==> config.mk <==
export PLATFORM = sky130hd
export DESIGN_NAME = ask_symbol_source
export DESIGN_NICKNAME = d
export VERILOG_FILES = /design/src/rtl/ask_symbol_source.sv
export SDC_FILE = /design/constraint.sdc
export NUM_CORES = 1
export LEC_CHECK = 0
export CAP_MARGIN = 20
export CORE_MARGIN = 2
export CORE_UTILIZATION = 35
export DETAILED_ROUTE_END_ITERATION = 10
export PLACE_DENSITY = 0.52
export SYNTH_ARGS = -nofsm -noshare
export SYNTH_HDL_FRONTEND = slang
export SYNTH_SLANG_ARGS = --single-unit
==> constraint.sdc <==
create_clock -name sys_clk -period 2.7 [get_ports sys_clk]
set_clock_uncertainty 0.2 [all_clocks]
set_input_delay 0.54 -clock sys_clk [delete_from_list [all_inputs] [get_ports sys_clk]]
set_output_delay 0.54 -clock sys_clk [all_outputs]
set_load 0.02 [all_outputs]
==> src/rtl/ask_symbol_source.sv <==
// 4-ASK symbol source: alternating preamble followed by PRBS15 Gray-mapped data frames.
// Compile-time option ZERO_STUFF_EN selects impulse upsampling; without it, symbols are sample-and-hold.
module ask_symbol_source #(
  parameter int unsigned PREAMBLE_LEN = 8,
  parameter int unsigned FRAME_LEN    = 256
) (
  input  logic               sys_clk,
  input  logic               reset,
  input  logic               sam_clk_en,
  input  logic               sym_clk_en,
  input  logic               start,
  input  logic               stop,
  output logic signed [17:0] x_out,
  output logic               busy,
  output logic               frame_sync
);

  localparam int unsigned XW     = 18;
  localparam int unsigned LFSR_W = 15;
  localparam int unsigned PCNT_W = 8;
  localparam int unsigned DCNT_W = 16;

  localparam logic [LFSR_W-1:0]   LFSR_SEED = 15'h7FFF;
  localparam logic signed [XW-1:0] POS_HI   = 18'sd98304;
  localparam logic signed [XW-1:0] POS_LO   = 18'sd32768;
  localparam logic signed [XW-1:0] NEG_LO   = -18'sd32768;
  localparam logic signed [XW-1:0] NEG_HI   = -18'sd98304;

  typedef enum logic [1:0] {
    ST_IDLE     = 2'd0,
    ST_PREAMBLE = 2'd1,
    ST_DATA     = 2'd2
  } state_e;

  state_e                state_q, state_d;
  logic [PCNT_W-1:0]     pre_cnt_q, pre_cnt_d;
  logic [DCNT_W-1:0]     dat_cnt_q, dat_cnt_d;
  logic [LFSR_W-1:0]     lfsr_q, lfsr_d;
  logic signed [XW-1:0]  x_out_q, x_out_d;
  logic                  busy_q, busy_d;
  logic                  frame_sync_q, frame_sync_d;

  logic                  pre_last_c;
  logic                  dat_last_c;
  logic                  entering_c;
  logic                  bit_a_c, bit_b_c;
  logic [LFSR_W-1:0]     lfsr_a_c, lfsr_b_c;
  logic signed [XW-1:0]  sym_val_c;
  logic                  first_data_c;

  assign pre_last_c = (pre_cnt_q == PCNT_W'(PREAMBLE_LEN - 1));
  assign dat_last_c = (dat_cnt_q == DCNT_W'(FRAME_LEN - 1));

  // Two LFSR steps per data symbol; the first new bit is the symbol MSB.
  assign bit_a_c  = lfsr_q[14] ^ lfsr_q[13];
  assign lfsr_a_c = {lfsr_q[13:0], bit_a_c};
  assign bit_b_c  = lfsr_a_c[14] ^ lfsr_a_c[13];
  assign lfsr_b_c = {lfsr_a_c[13:0], bit_b_c};

  function automatic logic signed [XW-1:0] gray_map(input logic [1:0] bits);
    logic signed [XW-1:0] v;
    v = NEG_HI;
    case (bits)
      2'b00:   v = NEG_HI;
      2'b01:   v = NEG_LO;
      2'b11:   v = POS_LO;
      2'b10:   v = POS_HI;
      default: v = NEG_HI;
    endcase
    return v;
  endfunction

  // State register
  always_ff @(posedge sys_clk) begin
    if (reset) begin
      state_q <= ST_IDLE;
    end else begin
      state_q <= state_d;
    end
  end

  // Next-state logic: transitions only on symbol strobes, stop wins over start
  always_comb begin
    state_d = state_q;
    if (sym_clk_en) begin
      if (stop) begin
        state_d = ST_IDLE;
      end else begin
        case (state_q)
          ST_IDLE:     if (start) state_d = ST_PREAMBLE;
          ST_PREAMBLE: if (pre_last_c) state_d = ST_DATA;
          ST_DATA:     if (dat_last_c) state_d = start ? ST_PREAMBLE : ST_IDLE;
          default:     state_d = ST_IDLE;
        endcase
      end
    end
  end

  // Symbol decision, counters, LFSR and sample stream
  always_comb begin
    pre_cnt_d    = pre_cnt_q;
    dat_cnt_d    = dat_cnt_q;
    lfsr_d       = lfsr_q;
    x_out_d      = x_out_q;
    frame_sync_d = frame_sync_q;
    busy_d       = (state_d != ST_IDLE);
    sym_val_c    = '0;
    entering_c   = (state_d != state_q);
    first_data_c = 1'b0;

    if (sym_clk_en) begin
      if (entering_c) begin
        pre_cnt_d = '0;
        dat_cnt_d = '0;
      end
      case (state_d)
        ST_PREAMBLE: begin
          if (!entering_c) pre_cnt_d = pre_cnt_q + PCNT_W'(1);
          sym_val_c = pre_cnt_d[0] ? NEG_HI : POS_HI;
        end
        ST_DATA: begin
          if (!entering_c) dat_cnt_d = dat_cnt_q + DCNT_W'(1);
          lfsr_d       = lfsr_b_c;
          sym_val_c    = gray_map({bit_a_c, bit_b_c});
          first_data_c = entering_c;
        end
        default: sym_val_c = '0;
      endcase
    end

    if (sam_clk_en) begin
      if (sym_clk_en) begin
        x_out_d      = sym_val_c;
        frame_sync_d = first_data_c;
      end else begin
`ifdef ZERO_STUFF_EN
        x_out_d      = '0;
`else
        x_out_d      = x_out_q;
`endif
        frame_sync_d = 1'b0;
      end
    end
  end

  // Datapath registers
  always_ff @(posedge sys_clk) begin
    if (reset) begin
      pre_cnt_q    <= '0;
      dat_cnt_q    <= '0;
      lfsr_q       <= LFSR_SEED;
      x_out_q      <= '0;
      busy_q       <= 1'b0;
      frame_sync_q <= 1'b0;
    end else begin
      pre_cnt_q    <= pre_cnt_d;
      dat_cnt_q    <= dat_cnt_d;
      lfsr_q       <= lfsr_d;
      x_out_q      <= x_out_d;
      busy_q       <= busy_d;
      frame_sync_q <= frame_sync_d;
    end
  end

  assign x_out      = x_out_q;
  assign busy       = busy_q;
  assign frame_sync = frame_sync_q;

endmodule

==> results.py <==
metrics = {
    "yosys": {
        "ys_ff_latch": 46,
        "synth-seq-area-share_pct": 42.5,
        "yosysTopAreaCellShare_pct": 42.5,
        "synthesis.area_um2": 2170,
        "ys_types": 45,
        "synth.top_cells.by_area": "dfxtp_1 (42%), nand2_1 (6.9%), nor2_1 (5.9%)",
        "yosysWarnings": 0,
        "synthCells": 251,
        "syn-mean-instance-area_um2": 8.63,
        "yosysTopAreaCell": "dfxtp_1",
    },
    "drt": {
        "drc": 0,
        "maxUsedRoutingLayer": "met4",
        "routed_via_density": 4.76,
        "wl_met3_um": 109,
        "num_vias": 1836,
        "wl_met2_um": 2300,
        "ant_nets": 0,
        "m1WireLength_um": 2230,
        "first_iter_violations": 84,
        "routed_wl_um": 4700,
        "first_pass_iters": 4,
        "post_drt_wl_per_cell_um": 12.2,
    },
    "global_routing": {
        "grt_usage_pct": 14.7,
        "grt_max_degree": 25,
        "grt.overflow.total": 0,
        "grt_pass1_wl_um": 7850,
        "grt_pass1_vias": 1747,
        "antenna_found_initial": 0,
    },
    "critical_path": {
        "setup.worst_path.class": "reg -> reg",
        "worstPathMaxFanout": 5,
        "arrival_ns": 2.84,
        "end_kind": "flip-flop",
        "critPathLaunchType": "flip-flop",
        "worstPathRequired_ns": 2.69,
    },
    "placement": {
        "place_ws_ns": -0.194,
        "portBuffers": 10,
        "dp_hpwl_um": 3030,
        "place.gp.congestion": 0.781,
        "dp_cells": 365,
    },
    "floorplan": {
        "die_w_um": 82.7,
        "io_pins": 26,
        "coreArea_um2": 5960,
        "die-area_um2": 6840,
        "row_count": 28,
        "die_h_um": 82.7,
        "start_util_pct": 36.4,
    },
    "outcome": {
        "status": "complete, but fails checks",
        "violations": "setup timing",
    },
    "clock_network": {
        "clockBufferDepth": 2,
        "cts-htree-levels": 2,
        "cts_sinks": 46,
        "clkLatencyLatePin_ns": 0.30,
        "cts-root-buf": "clkbuf_8",
        "cts_tree": "done",
        "cts_buffers": 5,
        "cts.clk_slew.worst_paths_ns": 0.10,
    },
    "timing": {
        "setup_violations": 34,
        "fmax_ghz": 0.351,
        "rsz0062_at_grt": "yes",
        "fin_crit_sh_pct": 106,
        "fin_ws_ns": -0.149,
        "maxSlewViolCount": 0,
        "hold_violations": 0,
        "fin_crit_ns": 2.85,
        "hold_slack_ns": 0.271,
    },
    "final_layout": {
        "num-fill-cells": 558,
        "area_growth_pct": 46.2,
        "instances_no_fill": 386,
        "drive_above_1_share_pct": 40.2,
        "diodes": 0,
        "final_net_count": 321,
    },
    "power_and_ir_drop": {
        "irDropWorstVdd_mv": 0.281,
        "powerDensity_nw_per_um2": 387,
        "p_leak_nw": 1.24,
    },
    "worst_hold_path": {
        "hp-class": "reg -> reg",
    },
    "flow_run": {
        "timing.max_cap.violations": 0,
    },
}
-- worst max-delay path, stage by stage, from the launching register on --
cell and delay, ns:
dfxtp_2 0.33, or4b_4 0.55, nor4_4 0.26, buf_4 0.17, o31ai_4 0.06, a32oi_2 0.18
inv_1 0.08, ha_2 0.18, and2_4 0.15, buf_4 0.14, buf_6 0.12, buf_12 0.14
xnor2_2 0.13, nor2_1 0.06
-- cell families (layout without fill, tap and decap cells) --
group | count (synthesis) | after routing | synth area share [%]
buffers and inverters | 27 | 73 | 8.02
AND/OR/NAND/NOR | 127 | 127 | 28.5
AO/OA/AOI/OAI | 19 | 19 | 7.39
other | 1 | 15 | 0.173
flip-flops | 46 | 46 | 42.5
adder cells (fa/ha/maj) | 5 | 5 | 2.89
XOR/XNOR | 25 | 25 | 10.1
multiplexers | 1 | 1 | 0.462
-- flip-flops by register name (all words and copies together), names as in the netlist --
register / flops
busy: 1
dat_cnt_q: 16
frame_sync: 1
lfsr_q: 15
pre_cnt_q: 8
state_q: 2
x_out: 3
-- synth_stat cells (all sizes together) --
cell,instances
nand3b,1
dfxtp,46
nor4,2
o31ai,2
or4b,2
a31o,1
a22oi,1
a22o,1
and2,3
nor4b,2
nand3,22
o211a,1
xnor2,12
mux2i,1
buf,19
o21a,1
o211ai,1
clkinv,1
and3,4
o22ai,1
o2111ai,1
nor2,34
or4,1
nor3,4
nand2b,3
a31oi,1
a21oi,5
xor2,13
o32ai,1
nand4,6
inv,4
nand2,40
conb,1
nor3b,1
ha,5
o221ai,1
clkbuf,3
a32oi,1
and4,2
-- area by class of cell --
class	count	area [um^2]	share of cell area [%]
well taps	75	93.8	2.96
clock inverters	3	23.8	0.750
clock buffers	5	68.8	2.17
flip-flops and latches	46	928	29.3
multi-input cells	192	1440	45.5
inverters	5	18.8	0.592
repair buffers	60	592	18.7
-- metrics by stage --
stage               instance area [um^2]  power (W)  util [%]  setup TNS (ns)
floorplan                           2300   0.000774         -          -0.303
CTS                                 2830    0.00124      47.4          -0.807
global route                        3170    0.00128      53.2           -8.08
detailed placement                  2620   0.000794      44.0           -2.40
global placement                    2620   0.000795      44.0           -2.24
finish                              3170    0.00123      53.2           -2.88
-- layout by cell type, fill, tap and decap left out, drive strengths merged, types with 2 or more instances in the layout --
cell and count:
dfxtp 46, and4 2, nand4 6, or4b 2, inv 5, ha 5, conb 15, nand2b 3
buf 47, and3 4, nor2 34, nor3 4, clkbuf 8, xor2 13, nand3 22, o31ai 2
xnor2 12, nor4b 2, a21oi 5, clkinvlp 2, nor4 2, clkdlybuf4s50 10, and2 3, nand2 40
-- final timing paths --
kind / start / endpoint / slack [ns] / cells after the start
worst max-delay path: dat_cnt_q[11] / dat_cnt_q[0] / -0.15 / 13
worst min-delay path: lfsr_q[1] / lfsr_q[3] / 0.27 / 2
worst max register to register: dat_cnt_q[11] / dat_cnt_q[0] / -0.15 / 13
worst min register to register: lfsr_q[1] / lfsr_q[3] / 0.27 / 2
-- metal layers --
layer / vias to the layer above / track usage [%]
met1: 869 / 18.9
met4: 0 / 5.74
li1: 937 / -
met2: 24 / 24.2
met5: - / 0
met3: 6 / 3.26
-- power breakdown --
| group | internal [W] | leakage, nW | switching [W] |
|---|---|---|---|
| clock network | 0.000185 | 0.0408 | 0.000248 |
| logic | 0.0000446 | 0.828 | 0.0000640 |
| registers | 0.000681 | 0.375 | 0.00000301 |
-- what timing repair did --
item                       in CTS  in global routing
hold buffers                    0                  0
pin swaps                      24                 29
setup endpoints to repair      21                 42
resized for setup              20                 49
cloned                          0                  3
setup buffers                   3                  8
No activity file was read; power rests on OpenSTA's default activity.
